$ cat config.mk
export PLATFORM = sky130hd
export DESIGN_NAME = fifo_param_flat
export DESIGN_NICKNAME = d
export VERILOG_FILES = /design/src/rtl/fifo_param_pkg.sv /design/src/rtl/fifo_param_if.sv /design/src/rtl/fifo_mem.sv /design/src/rtl/fifo_param.sv /design/src/flat_wrapper.sv
export SDC_FILE = /design/constraint.sdc
export NUM_CORES = 1
export LEC_CHECK = 0
export CAP_MARGIN = 40
export CORE_ASPECT_RATIO = 0.8
export CORE_MARGIN = 2
export CORE_UTILIZATION = 50
export DETAILED_ROUTE_END_ITERATION = 16
export PLACE_DENSITY = 0.73
export SLEW_MARGIN = 30
export SYNTH_ARGS = -nofsm -noshare
export SYNTH_HDL_FRONTEND = slang
export SYNTH_HIERARCHICAL = 1
export SYNTH_SLANG_ARGS = --single-unit
$ cat constraint.sdc
create_clock -name clk -period 2.39 [get_ports clk]
set_input_delay 0.478 -clock clk [delete_from_list [all_inputs] [get_ports clk]]
set_output_delay 0.478 -clock clk [all_outputs]
set_load 0.02 [all_outputs]
$ cat src/rtl/fifo_param_pkg.sv
// rtl/fifo_param_pkg.sv - shared defaults and sizing helper for the parametrised FIFO
package fifo_param_pkg;

  localparam int DEFAULT_WIDTH = 12;
  localparam int DEFAULT_DEPTH = 8;

  // Ceiling log2, usable in parameter context.
  function automatic int clog2(input int n);
    int r;
    r = 0;
    while ((1 << r) < n) r = r + 1;
    return r;
  endfunction

endpackage

$ cat src/rtl/fifo_param_if.sv
// rtl/fifo_param_if.sv - producer/consumer and status bundle of the parametrised FIFO
interface fifo_param_if
  import fifo_param_pkg::*;
#(
  parameter int WIDTH = DEFAULT_WIDTH,
  parameter int DEPTH = DEFAULT_DEPTH
);
  localparam int ADDR_W = clog2(DEPTH);

  logic              push;
  logic [WIDTH-1:0]  data_in;
  logic              pop;
  logic [ADDR_W:0]   af_thresh;
  logic [ADDR_W:0]   ae_thresh;
  logic              err_clr;
  logic [WIDTH-1:0]  data_out;
  logic              valid_out;
  logic [ADDR_W:0]   count;
  logic              full;
  logic              empty;
  logic              almost_full;
  logic              almost_empty;
  logic              overflow;
  logic              underflow;

  modport master (
    output push, data_in, pop, af_thresh, ae_thresh, err_clr,
    input  data_out, valid_out, count, full, empty,
           almost_full, almost_empty, overflow, underflow
  );

  modport slave (
    input  push, data_in, pop, af_thresh, ae_thresh, err_clr,
    output data_out, valid_out, count, full, empty,
           almost_full, almost_empty, overflow, underflow
  );

endinterface

$ cat src/rtl/fifo_mem.sv
// rtl/fifo_mem.sv - simple dual-port RAM, one write port and one registered read port
module fifo_mem #(
  parameter int WIDTH  = 12,
  parameter int DEPTH  = 8,
  parameter int ADDR_W = 3
) (
  input  logic              clk,
  input  logic              reset,
  input  logic              wr_en,
  input  logic [ADDR_W-1:0] wr_addr,
  input  logic [WIDTH-1:0]  wr_data,
  input  logic              rd_en,
  input  logic [ADDR_W-1:0] rd_addr,
  output logic [WIDTH-1:0]  rd_data
);

  logic [WIDTH-1:0] mem [DEPTH];

  // Array is never cleared; stale words are unreachable once pointers reset.
  always_ff @(posedge clk) begin
    if (wr_en) mem[wr_addr] <= wr_data;
  end

  // Read-before-write on the same address returns the old word, which is
  // what a simultaneous push/pop at full occupancy needs.
  always_ff @(posedge clk) begin
    if (!reset)     rd_data <= '0;
    else if (rd_en) rd_data <= mem[rd_addr];
  end

endmodule

$ cat src/rtl/fifo_param.sv
// rtl/fifo_param.sv - parametrised synchronous FIFO with thresholds, count and sticky errors
module fifo_param
  import fifo_param_pkg::*;
#(
  parameter int WIDTH = DEFAULT_WIDTH,
  parameter int DEPTH = DEFAULT_DEPTH
) (
  input  logic          clk,
  input  logic          reset,
  fifo_param_if.slave   bus
);

  localparam int ADDR_W = clog2(DEPTH);
  localparam int CNT_W  = ADDR_W + 1;

  logic [ADDR_W-1:0] wr_ptr;
  logic [ADDR_W-1:0] rd_ptr;
  logic [CNT_W-1:0]  count;
  logic              valid_out;
  logic              overflow;
  logic              underflow;
  logic              full;
  logic              empty;
  logic              push_acc;
  logic              pop_acc;

  assign full     = (count == CNT_W'(DEPTH));
  assign empty    = (count == '0);
  assign pop_acc  = bus.pop && !empty;
  // A push at full is taken only when a pop frees a slot in the same cycle.
  assign push_acc = bus.push && (!full || pop_acc);

  always_ff @(posedge clk) begin
    if (!reset) begin
      wr_ptr    <= '0;
      rd_ptr    <= '0;
      count     <= '0;
      valid_out <= 1'b0;
      overflow  <= 1'b0;
      underflow <= 1'b0;
    end else begin
      if (push_acc) wr_ptr <= wr_ptr + ADDR_W'(1);
      if (pop_acc)  rd_ptr <= rd_ptr + ADDR_W'(1);
      if (push_acc && !pop_acc)      count <= count + CNT_W'(1);
      else if (pop_acc && !push_acc) count <= count - CNT_W'(1);
      valid_out <= pop_acc;
      // A new error wins over a clear in the same cycle.
      overflow  <= (bus.push && !push_acc) || (overflow && !bus.err_clr);
      underflow <= (bus.pop && empty) || (underflow && !bus.err_clr);
    end
  end

  fifo_mem #(
    .WIDTH  (WIDTH),
    .DEPTH  (DEPTH),
    .ADDR_W (ADDR_W)
  ) u_mem (
    .clk     (clk),
    .reset   (reset),
    .wr_en   (push_acc),
    .wr_addr (wr_ptr),
    .wr_data (bus.data_in),
    .rd_en   (pop_acc),
    .rd_addr (rd_ptr),
    .rd_data (bus.data_out)
  );

  assign bus.valid_out    = valid_out;
  assign bus.count        = count;
  assign bus.full         = full;
  assign bus.empty        = empty;
  assign bus.almost_full  = (count >= bus.af_thresh);
  assign bus.almost_empty = (count <= bus.ae_thresh);
  assign bus.overflow     = overflow;
  assign bus.underflow    = underflow;

endmodule

$ cat src/flat_wrapper.sv
// flat-port wrapper written by rule: the top's interface ports become plain ports
module fifo_param_flat import fifo_param_pkg::*;
#(
  parameter int WIDTH = DEFAULT_WIDTH,
  parameter int DEPTH = DEFAULT_DEPTH
)
  (clk, reset, bus_push, bus_data_in, bus_pop, bus_af_thresh, bus_ae_thresh, bus_err_clr, bus_data_out, bus_valid_out, bus_count, bus_full, bus_empty, bus_almost_full, bus_almost_empty, bus_overflow, bus_underflow);
  fifo_param_if #(.WIDTH(WIDTH), .DEPTH(DEPTH)) bus_i ();
  input  logic clk;
  input  logic reset;
  input wire logic [$bits(bus_i.push)-1:0] bus_push;
  input wire logic [$bits(bus_i.data_in)-1:0] bus_data_in;
  input wire logic [$bits(bus_i.pop)-1:0] bus_pop;
  input wire logic [$bits(bus_i.af_thresh)-1:0] bus_af_thresh;
  input wire logic [$bits(bus_i.ae_thresh)-1:0] bus_ae_thresh;
  input wire logic [$bits(bus_i.err_clr)-1:0] bus_err_clr;
  output wire logic [$bits(bus_i.data_out)-1:0] bus_data_out;
  output wire logic [$bits(bus_i.valid_out)-1:0] bus_valid_out;
  output wire logic [$bits(bus_i.count)-1:0] bus_count;
  output wire logic [$bits(bus_i.full)-1:0] bus_full;
  output wire logic [$bits(bus_i.empty)-1:0] bus_empty;
  output wire logic [$bits(bus_i.almost_full)-1:0] bus_almost_full;
  output wire logic [$bits(bus_i.almost_empty)-1:0] bus_almost_empty;
  output wire logic [$bits(bus_i.overflow)-1:0] bus_overflow;
  output wire logic [$bits(bus_i.underflow)-1:0] bus_underflow;
  assign bus_i.push = bus_push;
  assign bus_i.data_in = bus_data_in;
  assign bus_i.pop = bus_pop;
  assign bus_i.af_thresh = bus_af_thresh;
  assign bus_i.ae_thresh = bus_ae_thresh;
  assign bus_i.err_clr = bus_err_clr;
  assign bus_data_out = bus_i.data_out;
  assign bus_valid_out = bus_i.valid_out;
  assign bus_count = bus_i.count;
  assign bus_full = bus_i.full;
  assign bus_empty = bus_i.empty;
  assign bus_almost_full = bus_i.almost_full;
  assign bus_almost_empty = bus_i.almost_empty;
  assign bus_overflow = bus_i.overflow;
  assign bus_underflow = bus_i.underflow;
  fifo_param #(.WIDTH(WIDTH), .DEPTH(DEPTH)) u_core (.clk(clk), .reset(reset), .bus(bus_i));
endmodule
==> results of run 1 <==
placed cells by master, fill, tap and decap left out, drive strengths merged, types with 2 or more instances in the layout:
cell	instances
a21o	3
a21oi	15
a221o	9
a22oi	3
and2	7
buf	29
bufinv	2
clkbuf	26
clkdlybuf4s50	40
clkinv	3
dfxtp	25
dlygate4sd2	2
dlymetal6s2s	3
edfxtp	96
ha	13
inv	12
mux2	24
mux2i	26
nand2	9
nand2b	7
nand3	2
nor2	9
nor2b	7
nor3	2
o21a	2
o21ai	16
o221ai	3
o22ai	9
xnor2	5
sequential cells by signal (all words and copies together), names as in the netlist:
register,count
u_core/bus.count,4
u_core/bus.overflow,1
u_core/bus.underflow,1
u_core/bus.valid_out,1
u_core/rd_ptr,3
u_core/u_mem/mem,96
u_core/u_mem/rd_data,12
u_core/wr_ptr,3
path summary, 6_finish.rpt:
path / end / slack (ps) / depth (start not counted)
setup / recovery: u_core/bus.count[3] / 20 / 10
setup reg to reg: u_core/bus.count[3] / 20 / 10
hold reg to reg: u_core/u_mem/rd_data[6] / 530 / 2
hold / removal: u_core/u_mem/rd_data[6] / 530 / 2
final cells by class:
cell class	count	area, sq um
Clock buffer	26	541
Clock inverter	6	81.3
Fill cell	669	3110
Inverter	11	43.8
Multi-Input combinational cell	180	1560
Sequential cell	121	3390
Tap cell	136	170
Timing Repair Buffer	74	752
per-layer routing:
layer  up-vias  track usage  share of wire
li1       1404            -              -
met3         9       0.0680          0.064
met5         -            0              0
met1      1428        0.245           0.41
met2        75        0.341           0.51
met4         0       0.0723          0.010
worst max-delay path: stages, from the launching register on:
cell and delay [ps]:
sky130_fd_sc_hd__dfxtp_4 340, sky130_fd_sc_hd__or4b_4 590, sky130_fd_sc_hd__o21ai_4 180, sky130_fd_sc_hd__inv_2 70, sky130_fd_sc_hd__ha_4 170, sky130_fd_sc_hd__inv_4 70
sky130_fd_sc_hd__ha_4 220, sky130_fd_sc_hd__a21oi_4 170, sky130_fd_sc_hd__a211oi_2 80, sky130_fd_sc_hd__a31oi_1 210, sky130_fd_sc_hd__mux2i_1 200
per-stage QoR:
stage                      util  instances  hold slack (ps)
after floorplan               -        326              488
after global placement    0.601        518              505
after detailed placement  0.601        518              512
after CTS                 0.666        550              528
after global routing      0.678        554              557
final                     0.678        554              528
repair_timing:
action,CTS,global route
resized for setup,16,17
endpoints found under the hold margin,0,0
setup buffers,0,4
pin swaps,5,11
endpoints found under the setup margin,4,3
cell families after synthesis:
group,count (synthesis),synth area share
fa+ha+maj,14,0.0367
flops,121,0.680
simple gates,46,0.0506
mux,50,0.107
compound gates,64,0.0871
xor+xnor,6,0.0106
buf+inv,25,0.0279
power groups by stage:
| stage | clock network, mW | logic (mW) | registers (mW) |
|---|---|---|---|
| floorplan | 0 | 1.17 | 2.79 |
| global placement | 0 | 1.94 | 2.63 |
| detailed placement | 0 | 1.98 | 2.64 |
| CTS | 2.65 | 2.00 | 2.60 |
| global route | 2.75 | 2.27 | 2.62 |
| finish | 2.61 | 2.11 | 2.60 |
==> impl_results.md, run 1 <==
* Worst slack at placement at -565 ps
* Total overflow reported by the global router at 0
* Clock network fraction of design power at 0.357
* Worst EP arrival at 2700 ps
* Origin of the worst setup path: u_core/bus.count[1]
* Clock buffer count from CTS at 17
* Number of violations reported at the end of detailed-routing iteration 0 at 157
* Count of final setup violators at 0
* First-pass GRT wire length at 15.7 mm
* Post-synthesis sequential element count at between 100 and 150
* Ratio of cells with drive above 1 in the final layout at 0.261
* Launch instance of the worst min-delay path: u_core/u_mem/rd_data[6]
* Endpoint class of the critical path: register
* Top-count cell post-synth: sky130_fd_sc_hd__edfxtp_1
* Switching power share of the total at 0.274
* Mean routed wirelength per cell at 18.2 um
* Clock tree from TritonCTS: done
* Dominant register cell in the synthesized netlist: sky130_fd_sc_hd__edfxtp_1
* Status: finished clean
* Number of primary I/O pins at 48
* Root buffer cell: sky130_fd_sc_hd__clkbuf_16
* Placed Instance Area at 0.00580 sq mm
* Startpoint of the worst-slack reg-to-reg timing path: u_core/bus.count[1]
* Total number of clock tree sinks at 121
* Final setup slack of the worst path at around 24 ps
* Worst-case clock buffer depth at 2
* Post-route design area at 0.00654 sq mm
* Vias in the first global route at 3034
* Die width at roughly 120 um
* Mapped Nets at between 300 and 400
* Count of flip-flops with a built-in enable after synthesis at 96
* Post-route minimum period at 2370 ps
* Number of vias per cell after detailed routing at ~5.3
* H-tree depth at 4
* Largest net degree at the start of global routing at 51
* Largest driver fanout on the critical path at 4
* CORE AREA at about 0.0096 sq mm
* Placement Rows at 32
* Standby leakage power at 2.37 nW
* Proportion of power drawn by combinational gates at 0.288
* Pin slew with the least headroom to its limit at 693 ps
* Number of nets with antenna violations after detailed routing at 0
* Initial standard-cell utilization of the core at 0.515
* Setup tns final at 0 ps
* Overall track demand over capacity in global routing at 0.203
* Latest clock arrival within the worst-skew pair at approximately 400 ps
* Fin crit share at 0.990
* Part of the power in registers at 0.356
* Count of port buffers added during placement at 47
* Clock Pin Slew Worst Setup and Hold Paths at ~50 ps
* NetSw at 2.01 mW
* Ranking of synthesized cells by area: sky130_fd_sc_hd__edfxtp_1 58%, sky130_fd_sc_hd__dfxtp_1 10%, sky130_fd_sc_hd__mux2_2 5.4%
* Area share of the largest cell type after synthesis at 0.580
* Pre-Repair DR Iteration Count at 6
* Overall power consumption at 7.32 mW
* Data required time at the worst endpoint at 2720 ps
* Area of the mapped netlist at between 0.004 and 0.005 sq mm
* Crit Path Class: reg -> reg
* Residual DRC at 0
* Number of antenna diodes at 0
* Total of warnings raised by yosys at 6
* Total power per unit cell area at about 1100 mW/mm^2
* Max-cap viol count at 0
* Cell accounting for the most synthesized area: sky130_fd_sc_hd__edfxtp_1
* Most frequent cells after synthesis: 96 x sky130_fd_sc_hd__edfxtp_1, 26 x sky130_fd_sc_hd__mux2i_1, 25 x sky130_fd_sc_hd__dfxtp_1, 24 x sky130_fd_sc_hd__mux2_2
* Post-cts hold buffer count at 0
* Wirelength, routed at 10.1 mm
* Initial antenna violation count at 0
* Post-detailed-placement half-perimeter wirelength at 5.92 mm
* Worst setup skew after layout at 5.18 ps
* Category of the worst setup path launch point: register
* Area of the die at around 0.011 sq mm
* Net count reported at finish at 444
* Share of the yosys chip area belonging to registers at 0.680
* Final hold vios at 0
* Post-synthesis area per instance at approximately 15 sq um
* Post-synthesis to final-layout area growth at 31.6%
* Worst slew margin relative to its limit at 0.536
* Path class of the lowest-slack min-delay path: reg -> reg
* Fmax at around 420 MHz
* Unique masters post-synth at 37
* Die span in y at ~93 um
* Vias after detailed routing at 2916
* Number of standard cells after synthesis at 326
* Internal cell power at between 5 and 6 mW
* RSZ-0062 raised after global routing: true
* Highest ir drop seen on vdd at 609 uV
* Final RePlAce weighted congestion at 0.702
* Asr flop ratio synth at 0
* Max-slew violations at 0
Power figures use the tool's default switching activity.
==> inputs of run 2 (changes only) <==
CAP_MARGIN = 20   (was 40)
==> results of run 2 <==
Final layout, timing and power as in run 1 (identical DEF).
==> inputs of run 3 (changes only) <==
--- a/config.mk
+++ b/config.mk
@@ -6,10 +6,11 @@
 export NUM_CORES = 1
 export LEC_CHECK = 0
+export ABC_CLOCK_PERIOD_IN_PS = 2390
 export CAP_MARGIN = 20
 export CORE_ASPECT_RATIO = 0.8
 export CORE_MARGIN = 2
-export CORE_UTILIZATION = 50
+export CORE_UTILIZATION = 30
 export DETAILED_ROUTE_END_ITERATION = 16
-export PLACE_DENSITY = 0.73
+export PLACE_DENSITY = 0.48
 export SLEW_MARGIN = 30
 export SYNTH_ARGS = -nofsm -noshare
==> constraint.sdc (replaced) <==
create_clock -name clk -period 2.39 [get_ports clk]
set_input_delay 0.239 -clock clk [delete_from_list [all_inputs] [get_ports clk]]
set_output_delay 0.239 -clock clk [all_outputs]
set_load 0.02 [all_outputs]
==> run 3 against run 2 <==
  * Wire length rose by 0.74%
  * Via count fell by 2.5%
  * Clock power barely moved
  * Non-clock buffer count fell by 3
  * Fmax rose by 0.93%
  * Count of clock-buffer cells in the layout fell by 7
  * Setup slack improved by 22 ps
  * Worst hold slack improved by 1.8 ps
  * Cell count rose by 15%
  * Combinational power fell by 3%
  * Critical path type is now reg -> out
==> impl_results.md, run 3 (synthesis results as in run 1) <==
* Status: finished clean
* Number of flip-flops under the largest register name at 96 (unchanged)
* Pre-Repair DR Iteration Count at 4 (-2)
* Highest ir drop seen on vdd at 567 uV (-6.9%)
* Max-cap viol count at 0 (unchanged)
* RSZ-0062 raised after global routing: false
* Largest registers: u_core/u_mem/mem: 96 flops, u_core/u_mem/rd_data: 12 flops, u_core/bus.count: 4 flops
* Fmax at 427 MHz (+0.93%)
* Largest driver fanout on the critical path at 3 (-1)
* Placed Instance Area at 0.00583 sq mm (+0.56%)
* Count of final setup violators at 0 (unchanged)
* Endpoint class of the critical path: output port
* Clock Pin Slew Worst Setup and Hold Paths at 50 ps (about the same)
* Number of cells on the worst hold path at 2 (unchanged)
* Mean routed wirelength per cell at 16.0 um (-12%)
* Register bank with the most flops: u_core/u_mem/mem
* Final standard cell count with taps included and fillers excluded at 635 (+15%)
* Post-detailed-placement half-perimeter wirelength at 6.45 mm (+9.0%)
* Filler Cell Count at 1550 (+130%)
* Reg-to-reg critical path endpoint: u_core/bus.count[3]
* Die width at 148 um (+28%)
* Residual DRC at 0 (unchanged)
* Number of nets with antenna violations after detailed routing at 0 (unchanged)
* Post-route design area at 0.00649 sq mm (-0.73%)
* Ratio of cells with drive above 1 in the final layout at 0.231 (-0.0294)
* Latest clock arrival within the worst-skew pair at 410 ps (about the same)
* Post-route minimum period at 2340 ps (-21.8 ps)
* Area of the die at 0.0176 sq mm (+64%)
* Placement Rows at 42 (+31%)
* Placed cell count at 601 (+16%)
* Clock tree from TritonCTS: done
* Area used by multi-input combinational logic at 0.00152 sq mm (-2.9%)
* Wirelength, routed at 10.2 mm (+0.74%)
* Root buffer cell: sky130_fd_sc_hd__clkbuf_16
* Standby leakage power at 2.28 nW (-3.7%)
* Worst-case clock buffer depth at 2 (unchanged)
* H-tree depth at 4 (unchanged)
* Launch instance of the worst min-delay path: u_core/rd_ptr[1]
* Worst EP arrival at 2100 ps (-600 ps)
* Overall power consumption at 7.23 mW (-1.2%)
* Overall track demand over capacity in global routing at 0.124 (-0.0794)
* Number of violations reported at the end of detailed-routing iteration 0 at 159 (+1.3%)
* Worst R2R Setup Slack at 140 ps (+120 ps)
* Vias in the first global route at 2862 (-5.7%)
* Die span in y at 119 um (+28%)
* Pin slew with the least headroom to its limit at 786 ps (+92.8 ps)
* Most common cell after layout, fill and taps aside: sky130_fd_sc_hd__edfxtp_1
* Number of antenna diodes at 0 (unchanged)
* Total overflow reported by the global router at 0 (unchanged)
* Final RePlAce weighted congestion at 0.736 (+4.9%)
* Final hold vios at 0 (unchanged)
* Post-synthesis to final-layout area growth at 30.6%
* Worst setup skew after layout at 8.94 ps (+3.75 ps)
* Crit Path Class: reg -> out
* Category of the worst setup path launch point: register
* Number of primary I/O pins at 48 (unchanged)
* Worst slew margin relative to its limit at 0.474 (-0.0614)
* WHS Endpoint: u_core/rd_ptr[1]
* Path class of the lowest-slack min-delay path: reg -> reg
* Max-slew violations at 0 (unchanged)
* Startpoint of the worst-slack reg-to-reg timing path: u_core/bus.count[1]
* Count of port buffers added during placement at 47 (unchanged)
* Leading cell types in the layout, fill and taps excluded: 96 x sky130_fd_sc_hd__edfxtp_1, 45 x sky130_fd_sc_hd__clkdlybuf4s50_1, 26 x sky130_fd_sc_hd__mux2i_1
* Clock buffer count from CTS at 17 (unchanged)
* Total power per unit cell area at 1110 mW/mm^2 (-0.51%)
* Largest net degree at the start of global routing at 35 (-31%)
* First-pass GRT wire length at 15.9 mm (+1.3%)
* Vias after detailed routing at 2843 (-2.5%)
* Area occupied by registers at 0.00339 sq mm (about the same)
* Fin crit share at 0.981 (-0.00914)
* Data required time at the worst endpoint at 2150 ps (-570 ps)
* Utilization after layout at 0.396 (-0.282)
* Post-cts hold buffer count at 0 (unchanged)
* Register-to-Register Path Depth at 10 (unchanged)
* Initial standard-cell utilization of the core at 0.303 (-0.212)
* Number of vias per cell after detailed routing at 4.48 (-15%)
* Initial antenna violation count at 0 (unchanged)
* Net count reported at finish at 441 (-0.68%)
* CORE AREA at 0.0164 sq mm (+70%)
* Total number of clock tree sinks at 121 (unchanged)
## run 3: changes by cell type in the layout (fill, tap and decap cells not counted), moves of 3 or more
cell	change
sky130_fd_sc_hd__dlymetal6s2s_1	-3
sky130_fd_sc_hd__clkinvlp_4	+3
sky130_fd_sc_hd__clkdlybuf4s50_1	+5
sky130_fd_sc_hd__clkbuf_8	-6
sky130_fd_sc_hd__ha_4	-3
sky130_fd_sc_hd__buf_12	-5
sky130_fd_sc_hd__ha_1	+3
## run 3: worst max-delay path by stage
stage | end | slack, ps | startpoint
final | bus_full | 50 | u_core/bus.count[1]
after global routing | bus_full | 1 | u_core/bus.count[1]
after CTS | bus_full | 30 | u_core/bus.count[2]
after detailed placement | bus_almost_empty | -90 | bus_ae_thresh[1]
after global placement | bus_almost_empty | -60 | bus_ae_thresh[1]
after floorplan | u_core/bus.count[3] | 30 | u_core/bus.count[2]
## run 3: critical path, cell delays in order, from the launching register on
cell and delay (ps):
sky130_fd_sc_hd__dfxtp_2 310, sky130_fd_sc_hd__or4b_4 570, sky130_fd_sc_hd__buf_4 170, sky130_fd_sc_hd__inv_1 40
sky130_fd_sc_hd__clkdlybuf4s50_1 600
## run 3: routing by layer
layer	GRT usage	vias up	wire length [um]
met3	0.0375	14	343
met5	0	-	0
met1	0.158	1387	4730
li1	-	1401	-
met4	0.0530	0	218
met2	0.196	41	4870
## run 3: layout make-up
class	count	share of cell area
Clock inverter	13	0.0274
Inverter	11	0.00674
Tap cell	220	0.0424
Timing Repair Buffer	71	0.101
Multi-Input combinational cell	180	0.234
Sequential cell	121	0.522
Clock buffer	19	0.0667
## run 3: where the power goes
| part | internal, mW | switching [mW] | total (mW) |
|---|---|---|---|
| combinational | 1.01 | 1.02 | 2.04 |
| sequential | 2.49 | 0.0970 | 2.59 |
| clock | 1.73 | 0.866 | 2.60 |
## run 3: what timing repair did
| action | in CTS | in global routing |
|---|---|---|
| endpoints found under the setup margin | 2 | 3 |
| resized for setup | 2 | 12 |
| pin swaps | 0 | 2 |
| setup buffers | 0 | 2 |
## run 3: per-stage QoR
stage          hold slack (ps)  worst slack [ps]  setup TNS, ps
3_3_place_gp               516             -58.3          -58.3
4_1_cts                    534              25.5              0
2_1_floorplan              338              32.5              0
5_1_grt                    559              1.15              0
3_5_place_dp               522             -90.7          -90.7
6_report                   529              46.1              0
